$ cat config.mk
export PLATFORM = sky130hd
export DESIGN_NAME = rename_map_table_flat
export DESIGN_NICKNAME = d
export VERILOG_FILES = /design/src/rtl/rename_map_table_if.sv /design/src/rtl/rename_map_table.sv /design/src/flat_wrapper.sv
export SDC_FILE = /design/constraint.sdc
export NUM_CORES = 1
export LEC_CHECK = 0
export BUFFER_PORTS_ARGS = -buffer_cell sky130_fd_sc_hd__clkbuf_2
export CAP_MARGIN = 20
export CELL_PAD_IN_SITES_DETAIL_PLACEMENT = 0
export CELL_PAD_IN_SITES_GLOBAL_PLACEMENT = 1
export CORE_ASPECT_RATIO = 1.2
export CORE_MARGIN = 2
export CORE_UTILIZATION = 50
export DETAILED_ROUTE_END_ITERATION = 8
export HOLD_SLACK_MARGIN = 0.08
export PLACE_DENSITY = 0.9
export SYNTH_ARGS = -nofsm -noshare
export SYNTH_HDL_FRONTEND = slang
export SYNTH_SLANG_ARGS = --single-unit
$ cat constraint.sdc
create_clock -name clk -period 5.6 [get_ports clk]
set_input_delay 0 -clock clk [delete_from_list [all_inputs] [get_ports clk]]
set_output_delay 0 -clock clk [all_outputs]
set_load 0.03 [all_outputs]
$ cat src/rtl/rename_map_table_if.sv
// Rename-stage bundle between decode/free list, ROB walk-back, writeback and the alias table.
// The table side (slave) returns lookups and the rename stall combinationally.
interface rename_map_table_if #(
    parameter int ARCH_W = 5,
    parameter int PHYS_W = 6
);
    logic              rename_en;
    logic [ARCH_W-1:0] l_rs;
    logic [ARCH_W-1:0] l_rt;
    logic [ARCH_W-1:0] l_rd;
    logic [PHYS_W-1:0] p_rd_new;
    logic              fl_empty;
    logic              stall_recover;
    logic              recover;
    logic [ARCH_W-1:0] rec_l_rd;
    logic [PHYS_W-1:0] rec_p_rd_old;
    logic              wb_en;
    logic [PHYS_W-1:0] wb_p_rd;
    logic [PHYS_W-1:0] p_rs;
    logic [PHYS_W-1:0] p_rt;
    logic [PHYS_W-1:0] p_rd_old;
    logic              p_rs_rdy;
    logic              p_rt_rdy;
    logic              rename_stall;

    modport master (
        output rename_en, l_rs, l_rt, l_rd, p_rd_new, fl_empty, stall_recover,
               recover, rec_l_rd, rec_p_rd_old, wb_en, wb_p_rd,
        input  p_rs, p_rt, p_rd_old, p_rs_rdy, p_rt_rdy, rename_stall
    );

    modport slave (
        input  rename_en, l_rs, l_rt, l_rd, p_rd_new, fl_empty, stall_recover,
               recover, rec_l_rd, rec_p_rd_old, wb_en, wb_p_rd,
        output p_rs, p_rt, p_rd_old, p_rs_rdy, p_rt_rdy, rename_stall
    );
endinterface

$ cat src/rtl/rename_map_table.sv
// Register alias table with per-PR ready bits and ROB walk-back restore.
// Latency: lookups combinational from the pre-edge map; updates land at the next rising edge.
// Backpressure: rename_stall when free list empty or recovery pending/active; writeback never blocked.
module rename_map_table #(
    parameter int ARCH_REGS = 32,
    parameter int PHYS_REGS = 64,
    parameter int ARCH_W    = 5,
    parameter int PHYS_W    = 6
) (
    input  logic              clk,
    input  logic              rst,
    rename_map_table_if.slave rif
);

    logic [PHYS_W-1:0]    map_q [ARCH_REGS];
    logic [PHYS_REGS-1:0] ready_q;
    logic [PHYS_REGS-1:0] ready_d;
    logic [PHYS_W-1:0]    p_rs;
    logic [PHYS_W-1:0]    p_rt;
    logic                 rename_stall;
    logic                 rename_do;

    assign p_rs = map_q[rif.l_rs];
    assign p_rt = map_q[rif.l_rt];

    assign rename_stall = rif.rename_en & (rif.fl_empty | rif.stall_recover | rif.recover);
    assign rename_do    = rif.rename_en & ~rename_stall;

    assign rif.p_rs         = p_rs;
    assign rif.p_rt         = p_rt;
    assign rif.p_rd_old     = map_q[rif.l_rd];
    assign rif.rename_stall = rename_stall;
    // Same-cycle writeback bypasses the ready table so a consumer need not wait an edge.
    assign rif.p_rs_rdy     = ready_q[p_rs] | (rif.wb_en & (rif.wb_p_rd == p_rs));
    assign rif.p_rt_rdy     = ready_q[p_rt] | (rif.wb_en & (rif.wb_p_rd == p_rt));

    // Allocation clear is applied after the writeback set so it wins on a collision.
    always_comb begin
        ready_d = ready_q;
        if (rif.wb_en) begin
            ready_d[rif.wb_p_rd] = 1'b1;
        end
        if (rename_do) begin
            ready_d[rif.p_rd_new] = 1'b0;
        end
    end

    always_ff @(posedge clk or negedge rst) begin
        if (!rst) begin
            ready_q <= '1;
        end else begin
            ready_q <= ready_d;
        end
    end

    // rename_do is already low while recover is high, so the two writes never coincide.
    always_ff @(posedge clk or negedge rst) begin
        if (!rst) begin
            for (int i = 0; i < ARCH_REGS; i++) begin
                map_q[i] <= PHYS_W'(i);
            end
        end else if (rif.recover) begin
            map_q[rif.rec_l_rd] <= rif.rec_p_rd_old;
        end else if (rename_do) begin
            map_q[rif.l_rd] <= rif.p_rd_new;
        end
    end

endmodule

$ cat src/flat_wrapper.sv
// flat-port wrapper written by rule: the top's interface ports become plain ports
module rename_map_table_flat 
#(
    parameter int ARCH_REGS = 32,
    parameter int PHYS_REGS = 64,
    parameter int ARCH_W    = 5,
    parameter int PHYS_W    = 6
)
  (clk, rst, rif_rename_en, rif_l_rs, rif_l_rt, rif_l_rd, rif_p_rd_new, rif_fl_empty, rif_stall_recover, rif_recover, rif_rec_l_rd, rif_rec_p_rd_old, rif_wb_en, rif_wb_p_rd, rif_p_rs, rif_p_rt, rif_p_rd_old, rif_p_rs_rdy, rif_p_rt_rdy, rif_rename_stall);
  rename_map_table_if #(.ARCH_W(ARCH_W), .PHYS_W(PHYS_W)) rif_i ();
  input  logic clk;
  input  logic rst;
  input wire logic [$bits(rif_i.rename_en)-1:0] rif_rename_en;
  input wire logic [$bits(rif_i.l_rs)-1:0] rif_l_rs;
  input wire logic [$bits(rif_i.l_rt)-1:0] rif_l_rt;
  input wire logic [$bits(rif_i.l_rd)-1:0] rif_l_rd;
  input wire logic [$bits(rif_i.p_rd_new)-1:0] rif_p_rd_new;
  input wire logic [$bits(rif_i.fl_empty)-1:0] rif_fl_empty;
  input wire logic [$bits(rif_i.stall_recover)-1:0] rif_stall_recover;
  input wire logic [$bits(rif_i.recover)-1:0] rif_recover;
  input wire logic [$bits(rif_i.rec_l_rd)-1:0] rif_rec_l_rd;
  input wire logic [$bits(rif_i.rec_p_rd_old)-1:0] rif_rec_p_rd_old;
  input wire logic [$bits(rif_i.wb_en)-1:0] rif_wb_en;
  input wire logic [$bits(rif_i.wb_p_rd)-1:0] rif_wb_p_rd;
  output wire logic [$bits(rif_i.p_rs)-1:0] rif_p_rs;
  output wire logic [$bits(rif_i.p_rt)-1:0] rif_p_rt;
  output wire logic [$bits(rif_i.p_rd_old)-1:0] rif_p_rd_old;
  output wire logic [$bits(rif_i.p_rs_rdy)-1:0] rif_p_rs_rdy;
  output wire logic [$bits(rif_i.p_rt_rdy)-1:0] rif_p_rt_rdy;
  output wire logic [$bits(rif_i.rename_stall)-1:0] rif_rename_stall;
  assign rif_i.rename_en = rif_rename_en;
  assign rif_i.l_rs = rif_l_rs;
  assign rif_i.l_rt = rif_l_rt;
  assign rif_i.l_rd = rif_l_rd;
  assign rif_i.p_rd_new = rif_p_rd_new;
  assign rif_i.fl_empty = rif_fl_empty;
  assign rif_i.stall_recover = rif_stall_recover;
  assign rif_i.recover = rif_recover;
  assign rif_i.rec_l_rd = rif_rec_l_rd;
  assign rif_i.rec_p_rd_old = rif_rec_p_rd_old;
  assign rif_i.wb_en = rif_wb_en;
  assign rif_i.wb_p_rd = rif_wb_p_rd;
  assign rif_p_rs = rif_i.p_rs;
  assign rif_p_rt = rif_i.p_rt;
  assign rif_p_rd_old = rif_i.p_rd_old;
  assign rif_p_rs_rdy = rif_i.p_rs_rdy;
  assign rif_p_rt_rdy = rif_i.p_rt_rdy;
  assign rif_rename_stall = rif_i.rename_stall;
  rename_map_table #(.ARCH_REGS(ARCH_REGS), .PHYS_REGS(PHYS_REGS), .ARCH_W(ARCH_W), .PHYS_W(PHYS_W)) u_core (.clk(clk), .rst(rst), .rif(rif_i));
endmodule
==> flow_summary.toml <==
[route]
vias = 16040
wirelength_mm = 65.06
ant_nets = 0
wire_per_inst_um = 31.69
viasPerCell = 7.813
firstDrtPassIters = 6
drt-initial-drc-count = 2545
drc = 0

[worst_setup_path]
critPathRequiredTime_ns = 5.60
worstRegToRegCells = 3
cp_max_fo = 24
worstPathArrival_ns = 3.91
critPathLaunchType = "input pin"
crit_path_end_kind = "output port"
path_class = "in -> out"

[finish]
nNetsFinal = 1615
fin_cells = 2053
fin_area_mm2 = 0.01946
n_antenna_cell = 0
fillers = 2931
area_growth_pct = 10.51
layout-drive-gt1-share_pct = 29.42

[timing]
skew_ns = 0
tightest_slew_ns = 1.194
rsz0062_at_grt = "no"
fmax_mhz = 256.0
tns_ns = 0
finalSetupViolCount = 0
finalCritPeriodShare_pct = 69.75
maxSlewHeadroom_pct = 20.12
slew_viol_final = 0
whs_ns = 0.1223
post-route-min-period_ns = 3.906
hold_violations = 0

[place]
place_area_mm2 = 0.01816
dp_hpwl_mm = 43.49
gp_congestion = 1.015
dp_cells = 1970
placement.io_buffers = 65

[synth]
ys_ff_latch = 256
yosysUniqueCellTypes = 52
synth_fp_nets = 1614
synth_edf_count = 0
synth-main-ff-cell = "dfstp_2"
async_reset_ff_share_pct = 100.0
synth_area_per_cell_um2 = 11.22
yosys-top-cells-area = "dfstp_2 (21%), mux4_2 (19%), dfrtp_1 (16%)"
synthCells = 1569
yosysTopAreaCellShare_pct = 21.49
ys_seq_area_share_pct = 37.40
synth_common_cells = "o221ai_1 (187), o21a_1 (186), mux4_2 (150)"
yosysTopAreaCell = "dfstp_2"
synth_most_common_cell = "o221ai_1"
synth_warnings = 0
syn_area_mm2 = 0.01761

[global_routing]
antenna_found_initial = 2
grt_use_total_pct = 35.03
grt_pass1_vias = 15420
grt_overflow = 0
grt_pass1_wl_mm = 96.65
grt_max_degree = 144

[die]
start_util_pct = 50.58
rows = 75
die_area_mm2 = 0.03674
io_pins = 66
fp.dieW_um = 175.3
die_h_um = 209.6
core_area_mm2 = 0.03481

[clock_tree]
clk_path_buf_depth = 3
h-tree-depth = 1
post_cts_resize_count = 0
cts_tree = "built"
clkLatencyLatePin_ns = 0.55
cts.sinks = 256
root_buffer = "clkbuf_16"
cts_buffers = 27
path_clk_slew_ns = 0.06
post-cts-setup-buffer-count = 0

[worst_hold_path]
min_path_type = "in -> async"

[status]
status = "complete, no violations"

[power_and_ir_drop]
vdd_drop_max_uv = 263.2
powerDensity_mw_per_mm2 = 383.3
p_leak_nw = 6.861

[job]
cap_violations = 0
## sequential cells by signal, summed over array words and instances (netlist names)
| signal | cells |
|---|---|
| u_core.map_q | 192 |
| u_core.ready_q | 64 |
## report_power, final
group / leakage, nW / switching [mW] / internal [mW]
clock: 0.475 / 0.809 / 1.18
sequential: 2.88 / 0.619 / 2.48
combinational: 3.51 / 1.21 / 1.15
total: 6.86 / 2.64 / 4.82
## what timing repair did
| action | 4_1_cts | 5_1_grt |
|---|---|---|
| hold buffers | 33 | 0 |
| hold endpoints to repair | 160 | 0 |
| setup endpoints to repair | 0 | 0 |
## cell type report
type	instances	area [um2]	area share [%]
inverter	13	51.30	0.2636
timing repair buffer	126	915.9	4.706
sequential	256	6586	33.85
multi-input combinational	1146	10360	53.22
tap	462	578.1	2.970
clock buffer	35	755.7	3.883
clock inverter	15	216.5	1.112
## metrics by stage
stage	util, %	setup slack, ns	power [mW]
after CTS	55.90	1.684	7.354
after global routing	55.90	1.428	7.673
after global placement	52.13	1.781	5.282
final	55.90	1.694	7.459
after detailed placement	52.15	1.683	5.344
after floorplan	-	2.650	4.509
## worst max-delay path, cell delays in order
cell and delay (ns):
buf_2 0.49, buf_4 0.55, mux4_2 0.57, mux4_2 0.49, mux2_2 0.41, inv_1 0.15, nor2_1 0.13, a22oi_1 0.26
a41o_1 0.20, a31o_1 0.15, nor2_1 0.05, o22ai_1 0.18, clkbuf_2 0.23
## worst paths after layout
| kind | from | endpoint | slack [ns] |
|---|---|---|---|
| worst max-delay path | rif_l_rs[0] | rif_p_rs_rdy | 1.69 |
| worst min-delay path | rst | u_core.map_q[66] | 0.12 |
| worst max register to register | u_core.ready_q[8] | u_core.ready_q[8] | 4.21 |
| worst min register to register | u_core.ready_q[34] | u_core.ready_q[34] | 0.53 |
| max in group asynchronous | rst | u_core.map_q[159] | 4.27 |
| min in group clk | rif_p_rd_new[5] | u_core.ready_q[15] | 0.12 |
## kinds of logic (layout without fill, tap and decap cells)
family / count (synthesis) / after routing / share of synthesized area (%)
AO/OA/AOI/OAI: 617 / 617 / 25.42
XOR/XNOR: 10 / 10 / 0.4973
buffers and inverters: 167 / 189 / 4.029
flip-flops: 256 / 256 / 37.40
multiplexers: 264 / 264 / 25.82
AND/OR/NAND/NOR: 255 / 255 / 6.828
## layout by cell type, fill, tap and decap left out, types with 11 or more instances in the layout
cell type / n
o221ai_1: 187
o21a_1: 186
mux4_2: 150
dfstp_2: 144
a21oi_1: 139
dfrtp_1: 112
nand2_1: 105
mux2i_1: 101
clkbuf_2: 61
a22oi_1: 46
nor2_1: 39
o22ai_1: 33
dlygate4sd3_1: 33
clkbuf_16: 27
buf_4: 26
nand3_1: 16
nor3b_1: 13
nand4_1: 13
nor3_1: 13
mux2_2: 12
nand2_2: 12
nor2b_1: 11
## routing by layer
metal,track usage [%],wire [um],vias up
met4,20.86,4900,2
met1,44.18,22530,7964
met5,0,18,-
met3,10.09,8542,333
met2,53.72,29070,1348
li1,-,-,6394
(Power assumes the default switching activity.)
